--- config.mk ---
export PLATFORM = sky130hd
export DESIGN_NAME = jtframe_sdram64_dq
export DESIGN_NICKNAME = d
export VERILOG_FILES = /design/src/rtl/jtframe_sdram64_pkg.sv /design/src/rtl/jtframe_sdram64_dly.sv /design/src/rtl/jtframe_sdram64_dq.sv
export SDC_FILE = /design/constraint.sdc
export NUM_CORES = 1
export LEC_CHECK = 0
export BUFFER_PORTS_ARGS = -buffer_cell sky130_fd_sc_hd__buf_2
export CAP_MARGIN = 10
export CORE_ASPECT_RATIO = 1.75
export CORE_MARGIN = 3
export CORE_UTILIZATION = 45
export DETAILED_ROUTE_END_ITERATION = 10
export MAX_ROUTING_LAYER = met4
export PLACE_DENSITY_LB_ADDON = 0.1
export RECOVER_POWER = 100
export REMOVE_ABC_BUFFERS = 1
export SYNTH_ARGS = -nofsm -noshare
export SYNTH_HDL_FRONTEND = slang
export SYNTH_SLANG_ARGS = --single-unit
--- constraint.sdc ---
create_clock -name clk -period 3.8 [get_ports clk]
set_input_delay 0.57 -clock clk [delete_from_list [all_inputs] [get_ports clk]]
set_output_delay 0.57 -clock clk [all_outputs]
set_load 0.005 [all_outputs]
--- src/rtl/jtframe_sdram64_pkg.sv ---
// Shared definitions for the 64-bit SDRAM controller data path: bank count,
// burst geometry and write FSM encodings.
package jtframe_sdram64_pkg;

    localparam int NBANK = 4;
    localparam int BANKW = 2;

    typedef enum logic [1:0] {
        W_IDLE = 2'd0,
        W_DATA = 2'd1,
        W_MASK = 2'd2
    } wr_state_t;

    typedef struct packed {
        logic             valid;
        logic [BANKW-1:0] bank;
    } dly_entry_t;

    // Number of 16-bit DQ words in one burst
    function automatic int dticks(input int burstlen);
        return burstlen / 16;
    endfunction

endpackage

--- src/rtl/jtframe_sdram64_dly.sv ---
// Fixed-latency delay line carrying {valid, bank} from a read start to the
// cycle its first data word appears on DQ.
module jtframe_sdram64_dly
    import jtframe_sdram64_pkg::*;
#(
    parameter int DLY = 2
)(
    input  logic             clk,
    input  logic             rst_n,
    input  logic             in_valid,
    input  logic [BANKW-1:0] in_bank,
    output logic             out_valid,
    output logic [BANKW-1:0] out_bank,
    output logic [DLY-1:0]   stage_valid
);

    dly_entry_t pipe [DLY];

    // NOTE: sequential state uses non-blocking assignments so every stage
    // samples the previous stage's old value on the same edge.
    always_ff @(posedge clk or negedge rst_n) begin
        if (!rst_n) begin
            for (int i = 0; i < DLY; i++) pipe[i] <= '0;
        end else begin
            pipe[0] <= '{valid: in_valid, bank: in_bank};
            for (int i = 1; i < DLY; i++) pipe[i] <= pipe[i-1];
        end
    end

    assign out_valid = pipe[DLY-1].valid;
    assign out_bank  = pipe[DLY-1].bank;

    always_comb begin
        for (int i = 0; i < DLY; i++) stage_valid[i] = pipe[i].valid;
    end

endmodule

--- src/rtl/jtframe_sdram64_dq.sv ---
// SDRAM DQ/DQM data path: drives write bursts, assembles read bursts into a
// 64-bit word and flags bus-sharing violations from the bank sequencers.
module jtframe_sdram64_dq
    import jtframe_sdram64_pkg::*;
#(
    parameter int BURSTLEN = 64,
    parameter int DLY      = 2
)(
    input  logic             clk,
    input  logic             rst_n,
    input  logic [NBANK-1:0] dst,
    input  logic [NBANK-1:0] wr,
    input  logic [15:0]      din,
    input  logic [1:0]       din_m,
    input  logic [15:0]      dq_in,
    output logic [15:0]      dq_out,
    output logic             dq_oe,
    output logic [1:0]       dqm,
    output logic [63:0]      dout,
    output logic [NBANK-1:0] ok,
    output logic             rd_busy,
    output logic             err
);

    localparam int         DTICKS = dticks(BURSTLEN);
    localparam logic [1:0] LAST   = 2'(DTICKS - 1);

    // Delay-line stages whose read data would share DQ with a write starting now
    function automatic logic [DLY-1:0] col_mask_f();
        logic [DLY-1:0] m;
        m = '0;
        for (int s = 0; s < DLY; s++)
            m[s] = ((DLY - 1 - s) <= DTICKS) && ((DLY - 2 - s + DTICKS) >= 1);
        return m;
    endfunction

    localparam logic [DLY-1:0] COL_MASK = col_mask_f();

    // ---------------- start decode ----------------
    logic [BANKW-1:0] st_bank;
    logic             st_any, st_multi, wr_start, rd_start;

    // NOTE: every signal assigned in always_comb gets a default first so no
    // path can leave it unassigned and infer a latch.
    always_comb begin
        st_bank = '0;
        for (int i = NBANK - 1; i >= 0; i--)
            if (dst[i]) st_bank = BANKW'(i);
        st_any   = |dst;
        st_multi = |(dst & (dst - {{(NBANK-1){1'b0}}, 1'b1}));
        wr_start = st_any & wr[st_bank];
        rd_start = st_any & ~wr[st_bank];
    end

    // ---------------- write FSM ----------------
    wr_state_t   wst, wst_nx;
    logic [1:0]  mcnt, mcnt_nx;
    logic [15:0] dq_out_nx;
    logic [1:0]  dqm_nx;
    logic        oe_nx;

    always_comb begin
        wst_nx    = wst;
        mcnt_nx   = mcnt;
        dq_out_nx = dq_out;
        dqm_nx    = dqm;
        oe_nx     = dq_oe;
        if (wr_start) begin
            wst_nx    = W_DATA;
            dq_out_nx = din;
            dqm_nx    = ~din_m;
            oe_nx     = 1'b1;
        end else begin
            unique case (wst)
                W_IDLE: ;
                W_DATA: begin
                    if (DTICKS > 1) begin
                        wst_nx  = W_MASK;
                        dqm_nx  = 2'b11;
                        mcnt_nx = 2'(DTICKS - 2);
                    end else begin
                        wst_nx = W_IDLE;
                        dqm_nx = 2'b00;
                        oe_nx  = 1'b0;
                    end
                end
                W_MASK: begin
                    if (mcnt == 2'd0) begin
                        wst_nx = W_IDLE;
                        dqm_nx = 2'b00;
                        oe_nx  = 1'b0;
                    end else begin
                        mcnt_nx = mcnt - 2'd1;
                    end
                end
                default: begin
                    wst_nx = W_IDLE;
                    dqm_nx = 2'b00;
                    oe_nx  = 1'b0;
                end
            endcase
        end
    end

    always_ff @(posedge clk or negedge rst_n) begin
        if (!rst_n) begin
            wst    <= W_IDLE;
            mcnt   <= 2'd0;
            dq_out <= 16'd0;
            dqm    <= 2'b00;
            dq_oe  <= 1'b0;
        end else begin
            wst    <= wst_nx;
            mcnt   <= mcnt_nx;
            dq_out <= dq_out_nx;
            dqm    <= dqm_nx;
            dq_oe  <= oe_nx;
        end
    end

    // ---------------- read capture ----------------
    logic             ex_valid;
    logic [BANKW-1:0] ex_bank;
    logic [DLY-1:0]   stage_valid;

    jtframe_sdram64_dly #(.DLY(DLY)) u_dly (
        .clk         (clk),
        .rst_n       (rst_n),
        .in_valid    (rd_start),
        .in_bank     (st_bank),
        .out_valid   (ex_valid),
        .out_bank    (ex_bank),
        .stage_valid (stage_valid)
    );

    logic             cap_act;
    logic [1:0]       cnt;
    logic [BANKW-1:0] cap_bank;
    logic             cap_now;
    logic [1:0]       slot;
    logic [BANKW-1:0] bank_now;

    // The exit cycle itself samples word 0, so the capture starts without a bubble
    always_comb begin
        cap_now  = ex_valid | cap_act;
        slot     = ex_valid ? 2'd0 : cnt;
        bank_now = ex_valid ? ex_bank : cap_bank;
    end

    // NOTE: dout is an ordinary register, not a memory, so it is reset along
    // with the rest of the state to give a defined value after reset.
    always_ff @(posedge clk or negedge rst_n) begin
        if (!rst_n) begin
            dout     <= 64'd0;
            ok       <= '0;
            rd_busy  <= 1'b0;
            cap_act  <= 1'b0;
            cnt      <= 2'd0;
            cap_bank <= '0;
        end else begin
            ok      <= '0;
            rd_busy <= cap_now;
            if (cap_now) begin
                dout[{slot, 4'b0000} +: 16] <= dq_in;
                cap_bank <= bank_now;
                if (slot == LAST) begin
                    ok[bank_now] <= 1'b1;
                    cap_act      <= 1'b0;
                end else begin
                    cap_act <= 1'b1;
                    cnt     <= slot + 2'd1;
                end
            end
        end
    end

    // ---------------- protocol errors ----------------
    logic err_set;

    always_comb begin
        err_set = st_multi
                | (wr_start & (wst != W_IDLE))
                | (wr_start & (rd_busy | (|(stage_valid & COL_MASK))))
                | (ex_valid & cap_act);
    end

    always_ff @(posedge clk or negedge rst_n) begin
        if (!rst_n) err <= 1'b0;
        else if (err_set) err <= 1'b1;
    end

endmodule

==> results_dict.tcl <==
set metrics [dict create \
    core_sq_um 8671 \
    synthDistinctLibCells 33 \
    nNetsFinal 464 \
    ys_warn_count 0 \
    swShare 0.3069 \
    die_y_um 131.1 \
    path_class "flip-flop to flip-flop" \
    ys_ff_latch 104 \
    grt_remaining_overflow 0 \
    ys_top_cells_by_area "dfrtp_1 (65%), a22o_1 (14%), mux2_4 (4.5%)" \
    drcViolationCount 0 \
    start_kind "flip-flop" \
    async_flop_share 1.000 \
    die_w_um 77.46 \
    cts-buffers-inserted 9 \
    grt_pass1_wl_um 14480 \
    r2r-end "dout[22]" \
    rr_worst_depth 7 \
    max_cap_violations 1 \
    drt-vias-per-instance 5.259 \
    seq_power_share 0.465 \
    max-slew-margin-rel -0.3732 \
    wl_per_cell_um 17.32 \
    drtAntennaViolNets 0 \
    drive_above_1_share 0.2404 \
    nFillCells 814 \
    cts_root_buf "clkbuf_16" \
    diodes 0 \
    yosysSeqAreaShare 0.6472 \
    ctsResizeCount 0 \
    end_kind "flip-flop" \
    cp_max_fo 15 \
    clock_latency_ns 0.34 \
    area_growth_pct 22.96 \
    power_frac_comb 0.257 \
    synth_area_leader_cell "dfrtp_1" \
    maxSlewViolCount 87 \
    synth_most_common_cell "dfrtp_1" \
    p_leak_nw 2.449 \
    synth_edf_count 0 \
    p_int_mw 2.293 \
    htree_levels 3 \
    place.gp.congestion 0.8334 \
    status "finished, violations left" \
    cts_setup_buffers 0 \
    clock_sinks 104 \
    grt_pass1_vias 2779 \
    period_share 0.7847 \
    ir_drop_mv 0.3318 \
    drt_iter0_markers 180 \
    groute.usage.overall 0.1904 \
    worstHoldPathType "flip-flop to flip-flop" \
    synth_area_per_cell_sq_um 14.57 \
    synth_common_cells "dfrtp_1 (104), a22o_1 (64), mux2_4 (12)" \
    r2r_setup_slack_ns 0.82 \
    fin_crit_ns 2.982 \
    power_density_nw_per_um2 669.1 \
    fin_cells 533 \
    clock_skew_ns 0.007043 \
    rows 45 \
    routed_wl_um 9232 \
    first_pass_iters 4 \
    cp-startpoint "u_dly.out_valid" \
    setup_viol 0 \
    portBuffers 132 \
    clockBufferDepth 2 \
    power_frac_clock 0.278 \
    grt_start_max_net_pins 87 \
    synth_top_area_frac 0.6472 \
    die-area_sq_um 10150 \
    dp_cells 517 \
    finalSetupTns_ns 0 \
    worstMarginPinSlew_ns 2.060 \
    clk_pin_slew_ns 0.07 \
    hpwlAfterDp_um 6596 \
    violations "capacitance limit, slew limit" \
    ctsHoldBuffers 0 \
    syn_area_sq_um 4021 \
    synth_ff_type "dfrtp_1" \
    rsz0062_at_grt "false" \
    endpoint "dout[22]" \
    p_sw_mw 1.015 \
    min_path_cells 0 \
    initial_core_util 0.4638 \
    hold_viol 0 \
    r2r_start "u_dly.out_valid" \
    synthCells 276 \
    crit_arrival_ns 3.25 \
    fmax_ghz 0.3354 \
    io_pins 133 \
    vias 2803 \
    cts_tree "done" \
    required_ns 4.07 \
    antenna_found_initial 0 \
]
[power by group through the flow]
stage | registers (mW) | logic, mW | clock network, mW
5_1_grt | 1.58 | 0.957 | 0.994
3_5_place_dp | 1.56 | 0.939 | 0
2_1_floorplan | 1.56 | 0.471 | 0
6_report | 1.54 | 0.850 | 0.921
4_1_cts | 1.54 | 0.944 | 0.945
3_3_place_gp | 1.55 | 0.928 | 0
[cell type report]
cell class                      count  area [sq um]  share of cell area
Sequential cell                   104          2603              0.5263
Inverter                            9         33.78            0.006832
Clock buffer                        9         225.2             0.04555
Clock inverter                      7         75.07             0.01518
Timing Repair Buffer              136         603.1              0.1220
Multi-Input combinational cell    151          1259              0.2546
Tap cell                          117         146.4             0.02961
[state kept, by name, summed over array words and instances, names as in the netlist]
name,cells
wst,2
cap_bank,2
dqm,2
u_dly.out_valid,1
rd_busy,1
err,1
dq_out,16
cap_act,1
u_dly.stage_valid,1
cnt,2
u_dly.out_bank,2
mcnt,2
u_dly.pipe,2
dout,64
dq_oe,1
ok,4
[cell usage in the layout, fill, tap and decap left out, types with 9 or more instances in the layout]
master | Yosys | final
clkbuf_1 | 4 | 61
a22o_1 | 64 | 64
ha_1 | 9 | 9
buf_2 | 6 | 73
nor2_1 | 9 | 9
mux2_1 | 0 | 13
inv_1 | 9 | 9
dfrtp_1 | 104 | 104
clkbuf_16 | 0 | 9
[cells by family (layout without fill, tap and decap cells)]
kind of cell,count (synthesis),in the layout,synth area share
DFF,104,104,0.6472
AOI/OAI and AO/OA,82,82,0.1705
and+or+nand+nor,39,39,0.06005
muxes,21,21,0.06907
buffers and inverters,21,161,0.02520
adders and majority gates,9,9,0.02800
[metrics by stage]
| stage | hold slack [ns] | utilization | total power, mW | area [sq um] | worst slack (ns) |
|---|---|---|---|---|---|
| 2_1_floorplan | 0.2744 | - | 2.032 | 3954 | 1.271 |
| 3_5_place_dp | 0.3402 | 0.5538 | 2.495 | 4802 | 0.8357 |
| 4_1_cts | 0.3575 | 0.5885 | 3.426 | 5102 | 0.8358 |
| 3_3_place_gp | 0.3324 | 0.5538 | 2.481 | 4802 | 0.8439 |
| 5_1_grt | 0.3691 | 0.5703 | 3.527 | 4945 | 0.5365 |
| 6_report | 0.3538 | 0.5703 | 3.308 | 4945 | 0.8181 |
[routing by layer]
metal | share of wire | track usage | vias to the layer above
li1 | - | - | 1295
met2 | 0.53 | 0.3214 | 93
met5 | 0 | - | -
met3 | 0.060 | 0.04651 | 8
met4 | 0.014 | 0.06604 | 0
met1 | 0.40 | 0.2231 | 1407
[worst min-delay path by stage]
stage               slack [ns]                 to          start
floorplan                 0.27            cap_act          rst_n
global placement          0.33  u_dly.out_bank[1]  u_dly.pipe[4]
detailed placement        0.34  u_dly.out_bank[1]  u_dly.pipe[4]
CTS                       0.36  u_dly.out_bank[1]  u_dly.pipe[4]
global route              0.37  u_dly.out_bank[1]  u_dly.pipe[4]
finish                    0.35  u_dly.out_bank[1]  u_dly.pipe[4]
[critical path, stage by stage, from the launching register on]
cell	delay, ns
dfrtp_1	0.46
nor2b_1	0.47
inv_1	0.24
ha_1	0.47
nand2b_1	0.12
nor3_1	0.29
clkbuf_1	0.63
a22o_1	0.24
Note: power is estimated with default switching activity, not from simulation.
